<file path="src/rtl/branch_ctrl_pkg.sv">
// Shared definitions for the execute-stage branch controller and the ALU:
// controller states, operation type encodings and branch funct3 codes.
package branch_ctrl_pkg;

   typedef enum logic [1:0] {
      ST_IDLE  = 2'd0,
      ST_EVAL  = 2'd1,
      ST_REDIR = 2'd2,
      ST_FLUSH = 2'd3
   } state_e;

   localparam logic [1:0] TYPE_BR   = 2'b00;
   localparam logic [1:0] TYPE_JAL  = 2'b01;
   localparam logic [1:0] TYPE_JALR = 2'b10;
   localparam logic [1:0] TYPE_RSV  = 2'b11;

   localparam logic [2:0] BEQ  = 3'b000;
   localparam logic [2:0] BNE  = 3'b001;
   localparam logic [2:0] BLT  = 3'b100;
   localparam logic [2:0] BGE  = 3'b101;
   localparam logic [2:0] BLTU = 3'b110;
   localparam logic [2:0] BGEU = 3'b111;

   function automatic logic is_jump(input logic [1:0] op_type);
      return (op_type == TYPE_JAL) || (op_type == TYPE_JALR);
   endfunction

endpackage

</file>
<file path="src/rtl/branch_ctrl_branch_unit.sv">
// Branch condition comparator. Output is forced low when not enabled or when
// funct3 does not name a branch condition.
module Branch_Unit
   import branch_ctrl_pkg::*;
#(
   parameter int XLEN   = 32,
   parameter int FUNCT3 = 3
) (
   input  logic              en,
   input  logic [FUNCT3-1:0] funct3,
   input  logic [XLEN-1:0]   rs1,
   input  logic [XLEN-1:0]   rs2,
   output logic              taken
);

   // condition decode
   always_comb begin
      taken = 1'b0;
      if (en) begin
         case (funct3)
            BEQ:     taken = (rs1 == rs2);
            BNE:     taken = (rs1 != rs2);
            BLT:     taken = ($signed(rs1) <  $signed(rs2));
            BGE:     taken = ($signed(rs1) >= $signed(rs2));
            BLTU:    taken = (rs1 <  rs2);
            BGEU:    taken = (rs1 >= rs2);
            default: taken = 1'b0;
         endcase
      end else begin
         taken = 1'b0;
      end
   end

endmodule

</file>
<file path="src/rtl/branch_ctrl.sv">
// Execute-stage branch/jump sequencer: latch op, evaluate for one cycle,
// then redirect fetch and flush the pipeline for taken control transfers.
module branch_ctrl
   import branch_ctrl_pkg::*;
#(
   parameter int XLEN      = 32,
   parameter int FUNCT3    = 3,
   parameter int FLUSH_CYC = 2,
   parameter int CNT_W     = 16
) (
   input  logic              CLK,
   input  logic              RST,
   input  logic              in_valid,
   output logic              in_ready,
   input  logic [1:0]        in_type,
   input  logic [FUNCT3-1:0] in_funct3,
   input  logic [XLEN-1:0]   in_pc,
   input  logic [XLEN-1:0]   in_imm,
   input  logic [XLEN-1:0]   in_rs1,
   input  logic [XLEN-1:0]   in_rs2,
   output logic              redir_valid,
   input  logic              redir_ready,
   output logic [XLEN-1:0]   redir_pc,
   output logic              flush,
   output logic              link_valid,
   output logic [XLEN-1:0]   link_data,
   output logic              misalign,
   output logic              busy,
   output logic [CNT_W-1:0]  branch_cnt,
   output logic [CNT_W-1:0]  taken_cnt
);

   localparam int FC_W = (FLUSH_CYC > 1) ? $clog2(FLUSH_CYC) : 1;

   state_e              state_r;
   logic [1:0]          op_type_r;
   logic [FUNCT3-1:0]   funct3_r;
   logic [XLEN-1:0]     pc_r;
   logic [XLEN-1:0]     imm_r;
   logic [XLEN-1:0]     rs1_r;
   logic [XLEN-1:0]     rs2_r;
   logic [FC_W-1:0]     flush_cnt_r;
   logic                in_ready_r;
   logic                busy_r;
   logic                redir_valid_r;
   logic [XLEN-1:0]     redir_pc_r;
   logic                flush_r;
   logic                link_valid_r;
   logic [XLEN-1:0]     link_data_r;
   logic [CNT_W-1:0]    branch_cnt_r;
   logic [CNT_W-1:0]    taken_cnt_r;

   logic                cmp_en_s;
   logic                cmp_taken_s;
   logic                taken_s;
   logic [XLEN-1:0]     sum_s;
   logic [XLEN-1:0]     target_s;

   assign cmp_en_s = (state_r == ST_EVAL) && (op_type_r == TYPE_BR);

   Branch_Unit #(
      .XLEN   (XLEN),
      .FUNCT3 (FUNCT3)
   ) u_branch_unit (
      .en     (cmp_en_s),
      .funct3 (funct3_r),
      .rs1    (rs1_r),
      .rs2    (rs2_r),
      .taken  (cmp_taken_s)
   );

   // taken decision and target address for the latched operation
   always_comb begin
      sum_s    = pc_r + imm_r;
      target_s = sum_s;
      taken_s  = 1'b0;
      if (op_type_r == TYPE_JALR) begin
         sum_s    = rs1_r + imm_r;
         target_s = {sum_s[XLEN-1:1], 1'b0};
      end else begin
         target_s = sum_s;
      end
      case (op_type_r)
         TYPE_BR:   taken_s = cmp_taken_s;
         TYPE_JAL:  taken_s = 1'b1;
         TYPE_JALR: taken_s = 1'b1;
         default:   taken_s = 1'b0;
      endcase
   end

   // misaligned targets abort the transfer in the evaluation cycle itself
   assign misalign = (state_r == ST_EVAL) && taken_s && target_s[1];

   // sequencer, operand latches, redirect/flush/link outputs and statistics
   always_ff @(posedge CLK or posedge RST) begin
      if (RST) begin
         state_r       <= ST_IDLE;
         op_type_r     <= TYPE_BR;
         funct3_r      <= '0;
         pc_r          <= '0;
         imm_r         <= '0;
         rs1_r         <= '0;
         rs2_r         <= '0;
         flush_cnt_r   <= '0;
         in_ready_r    <= 1'b1;
         busy_r        <= 1'b0;
         redir_valid_r <= 1'b0;
         redir_pc_r    <= '0;
         flush_r       <= 1'b0;
         link_valid_r  <= 1'b0;
         link_data_r   <= '0;
         branch_cnt_r  <= '0;
         taken_cnt_r   <= '0;
      end else begin
         link_valid_r <= 1'b0;
         case (state_r)
            ST_IDLE: begin
               if (in_valid) begin
                  op_type_r    <= in_type;
                  funct3_r     <= in_funct3;
                  pc_r         <= in_pc;
                  imm_r        <= in_imm;
                  rs1_r        <= in_rs1;
                  rs2_r        <= in_rs2;
                  link_valid_r <= is_jump(in_type);
                  link_data_r  <= in_pc + XLEN'(4);
                  in_ready_r   <= 1'b0;
                  busy_r       <= 1'b1;
                  state_r      <= ST_EVAL;
               end else begin
                  state_r <= ST_IDLE;
               end
            end
            ST_EVAL: begin
               if (op_type_r == TYPE_BR) begin
                  branch_cnt_r <= (&branch_cnt_r) ? branch_cnt_r : branch_cnt_r + CNT_W'(1);
                  if (taken_s) begin
                     taken_cnt_r <= (&taken_cnt_r) ? taken_cnt_r : taken_cnt_r + CNT_W'(1);
                  end else begin
                     taken_cnt_r <= taken_cnt_r;
                  end
               end else begin
                  branch_cnt_r <= branch_cnt_r;
               end
               if (taken_s && !target_s[1]) begin
                  redir_valid_r <= 1'b1;
                  redir_pc_r    <= target_s;
                  state_r       <= ST_REDIR;
               end else begin
                  in_ready_r <= 1'b1;
                  busy_r     <= 1'b0;
                  state_r    <= ST_IDLE;
               end
            end
            ST_REDIR: begin
               if (redir_ready) begin
                  redir_valid_r <= 1'b0;
                  flush_r       <= 1'b1;
                  flush_cnt_r   <= FC_W'(FLUSH_CYC - 1);
                  state_r       <= ST_FLUSH;
               end else begin
                  state_r <= ST_REDIR;
               end
            end
            ST_FLUSH: begin
               if (flush_cnt_r == '0) begin
                  flush_r    <= 1'b0;
                  in_ready_r <= 1'b1;
                  busy_r     <= 1'b0;
                  state_r    <= ST_IDLE;
               end else begin
                  flush_cnt_r <= flush_cnt_r - FC_W'(1);
               end
            end
            default: begin
               redir_valid_r <= 1'b0;
               flush_r       <= 1'b0;
               in_ready_r    <= 1'b1;
               busy_r        <= 1'b0;
               state_r       <= ST_IDLE;
            end
         endcase
      end
   end

   assign in_ready    = in_ready_r;
   assign busy        = busy_r;
   assign redir_valid = redir_valid_r;
   assign redir_pc    = redir_pc_r;
   assign flush       = flush_r;
   assign link_valid  = link_valid_r;
   assign link_data   = link_data_r;
   assign branch_cnt  = branch_cnt_r;
   assign taken_cnt   = taken_cnt_r;

endmodule

</file>
<file path="config.mk">
export PLATFORM = sky130hd
export DESIGN_NAME = branch_ctrl
export DESIGN_NICKNAME = d
export VERILOG_FILES = /design/src/rtl/branch_ctrl_pkg.sv /design/src/rtl/branch_ctrl_branch_unit.sv /design/src/rtl/branch_ctrl.sv
export SDC_FILE = /design/constraint.sdc
export NUM_CORES = 1
export LEC_CHECK = 0
export BUFFER_PORTS_ARGS = -buffer_cell sky130_fd_sc_hd__buf_2
export CORE_ASPECT_RATIO = 2
export CORE_MARGIN = 5
export CORE_UTILIZATION = 55
export DETAILED_ROUTE_END_ITERATION = 10
export MAX_ROUTING_LAYER = met4
export PLACE_DENSITY = 0.78
export SLEW_MARGIN = 20
export SYNTH_ARGS = -nofsm -noshare
export SYNTH_HDL_FRONTEND = slang
export SYNTH_HIERARCHICAL = 1
export SYNTH_SLANG_ARGS = --single-unit
</file>
<file path="constraint.sdc">
create_clock -name CLK -period 23.9 [get_ports CLK]
set_input_delay 3.585 -clock CLK [delete_from_list [all_inputs] [get_ports CLK]]
set_output_delay 3.585 -clock CLK [all_outputs]
set_load 0.1 [all_outputs]
</file>
==> flow_summary.yaml <==
timing:
  clock_skew_ns: 0.0231
  relSlewSlack: 0.357
  report.final.hold_viol_count: 0
  maxSlewViolCount: 0
  timing.final.crit_share: 0.327
  min_clock_period_post_route_ns: 7.81
  achievable-frequency_mhz: 128
  finalSetupViolCount: 0
  timing_worst_slew_pin_value_ns: 0.964
  worst_slack_ns: 16.09
  finalSetupTns_ns: 0
  setup_repair_after_global_routing_missed_its_margin: "false"
worst_setup_path:
  cp.arrival_ns: 4.22
  worst-path-max-fanout: 4
  critical_path_buf_inv_count: 1
  critPathCaptureType: "output port"
  critical_path.slowest_cell: "o311ai_0"
  dominant_delay_contributor_by_cell_family_on_the_critical_path: "compound AO/OA/AOI/OAI gates"
  slowest_delay_ns: 0.70
  crit_path_cell_trace: "ha_1, nor2b_1, o211ai_1, a21oi_1, o311ai_0, o2111ai_1, mux2i_1, a21oi_1, nor2_1, and3_1, nor2b_1, buf_2"
  crit_path_start_kind: "flip-flop"
  critPathKind: "flip-flop to output port"
  cp_data_required_time_ns: 20.32
global_routing:
  grt-ovfl-total: 0
  grt_pass1_wl_um: 58200
  grt_start_max_net_pins: 103
  grt_pass1_vias: 11570
  total_global_route_track_usage: 0.259
  antenna_found_initial: 4
synthesis:
  syn_inst: 1391
  synthDistinctLibCells: 97
  asyncSetResetFlopFracSynth: 1.00
  netlist_area_um2: 14100
  postSynthAreaPerCell_um2: 10.2
  post_synth_edffs: 0
  synth_warnings: 6
  synth-seq-area-share: 0.416
  synthesis.nets: 1629
  synth_top_flop_cell: "dfrtp_1"
  ys_ff_latch: 235
clocking:
  numCtsBuffers: 22
  clock_tree.buffer_depth: 3
  postCtsSetupRepairBufs: 0
  clock_tree.htree_level_count: 1
  post_cts.resized_instances: 0
  cts_tree: "done"
  insertion_delay_ns: 0.54
  cts.clk_slew.worst_paths_ns: 0.07
  clock-root-buffer: "clkbuf_16"
  cts_sinks: 235
  cts.hold.buffers_added: 0
place:
  dp_hpwl_um: 29100
  dp_slack_ns: 16.67
  gp_congestion: 0.910
  io_buffer_count: 238
  placed_cells_incl_taps: 1922
detailed_routing:
  drt-pass1-iter-count: 5
  wl_per_cell_um: 18.8
  drtAntennaViolNets: 0
  num_vias: 11320
  drt-total-wl_um: 36900
  drt_iter0_markers: 645
  post_drt_via_cell_ratio: 5.76
  detail_route.drc_violations: 0
floorplanning:
  core_area_um2: 25500
  die_width_um: 123
  top_level_ports: 239
  die_height_um: 237
  placementRows: 83
  design.die.area_um2: 29200
  initial_utilization: 0.553
hold_path:
  min_delay_path_class: "flip-flop to flip-flop"
cells_and_area:
  fraction_of_layout_cells_with_a_size_suffix_above_1: 0.287
  final_cells: 1966
  area_delta_synth_final_pct: 16.1
  num-nets-final: 1844
status:
  status: "completed"
flow_run:
  cap_violations: 0
==> worst paths after layout <==
kind,startpoint,end,slack (ns),cells after the start
max,rs1_r[1],misalign,16.09,12
max reg2reg,rs1_r[1],redir_pc[29],19.09,14
max in group asynchronous,RST,rs2_r[30],19.28,3
min in group asynchronous,RST,rs1_r[2],3.15,2
min,redir_pc[8],redir_pc[8],0.48,2
min reg2reg,redir_pc[8],redir_pc[8],0.48,2
==> cells by family after synthesis <==
| family | count (synthesis) | synth area share |
|---|---|---|
| buf+inv | 107 | 0.0316 |
| mux | 144 | 0.114 |
| compound gates | 314 | 0.147 |
| simple gates | 376 | 0.130 |
| flops | 235 | 0.416 |
| xor+xnor | 114 | 0.0707 |
| fa+ha+maj | 101 | 0.0905 |
==> metrics by stage <==
stage / util / instance area [um^2] / hold WS (ns)
finish: 0.642 / 16400 / 0.475
global route: 0.642 / 16400 / 0.516
CTS: 0.642 / 16400 / 0.480
detailed placement: 0.609 / 15600 / 0.464
global placement: 0.609 / 15600 / 0.461
floorplan: - / 14100 / 0.481
==> worst min-delay path, stage by stage, from the launching register on <==
cell	delay, ns
dfrtp_1	0.34
nand2_1	0.05
o21ai_0	0.06
==> placed cells by master, fill, tap and decap left out, types with 5 or more instances in the layout <==
master / Yosys / final
a21o_1: 27 / 27
a21oi_1: 116 / 116
a311oi_1: 6 / 6
a31oi_1: 10 / 10
and2_1: 10 / 10
and3_1: 16 / 16
buf_2: 3 / 238
buf_4: 5 / 7
bufinv_16: 0 / 6
clkbuf_16: 0 / 22
dfrtp_1: 234 / 234
ha_1: 99 / 99
inv_1: 52 / 51
mux2_2: 135 / 135
mux2i_1: 8 / 8
nand2_1: 103 / 103
nand3_1: 41 / 41
nand4_1: 28 / 28
nor2_1: 112 / 111
nor2b_1: 12 / 12
nor3_1: 13 / 13
o211ai_1: 8 / 8
o21a_1: 9 / 9
o21ai_0: 60 / 60
o21ai_1: 5 / 5
o21bai_1: 8 / 8
xnor2_1: 61 / 61
xor2_1: 53 / 53
==> state kept, by name, summed over array words and instances (netlist names), 16 cells and up, named ones only <==
name	count
imm_r	32
pc_r	32
redir_pc	32
rs1_r	32
rs2_r	32
link_data	30
branch_cnt	16
taken_cnt	16
==> area by class of cell <==
type,instances,area (um^2)
diodes,4,10.0
clock buffers,25,572
clock inverters,15,255
fillers,2136,9140
inverters,53,206
multi-input cells,1049,7810
flip-flops and latches,235,5880
well taps,340,425
repair buffers,245,1240
==> synth_stat cells (3+ instances only) <==
cell type  number  area share
dfrtp_1       234        0.41
mux2_2        135        0.11
a21oi_1       116       0.041
nor2_1        112       0.030
nand2_1       103       0.027
ha_1           99       0.088
xnor2_1        61       0.038
o21ai_0        60       0.021
xor2_1         53       0.033
inv_1          52       0.014
clkbuf_1       41       0.011
nand3_1        41       0.015
nand4_1        28       0.012
a21o_1         27       0.014
and3_1         16      0.0071
nor3_1         13      0.0046
nor2b_1        12      0.0053
a31oi_1        10      0.0044
and2_1         10      0.0044
o21a_1          9      0.0048
mux2i_1         8      0.0057
o211ai_1        8      0.0042
o21bai_1        8      0.0042
a311oi_1        6      0.0037
buf_4           5      0.0027
o21ai_1         5      0.0018
a211o_1         4      0.0025
a211oi_1        4      0.0021
a21boi_0        4      0.0021
a21oi_2         4      0.0025
a22oi_1         4      0.0021
nor4_1          4      0.0018
o31ai_2         4      0.0035
or3_1           4      0.0018
a221oi_1        3      0.0019
buf_2           3      0.0011
nor3b_1         3      0.0016
==> metal layers <==
metal	share of wire	vias up	GRT usage	wire, um
met5	0	-	-	0
met4	0.058	0	0.142	2140
met3	0.040	100	0.0232	1470
met2	0.54	315	0.459	19800
met1	0.37	5474	0.278	13500
li1	-	5431	-	-
Power is left out: the tool's default activity adds up to more than one toggle a clock period on the data nets, which glitch-free logic cannot reach.
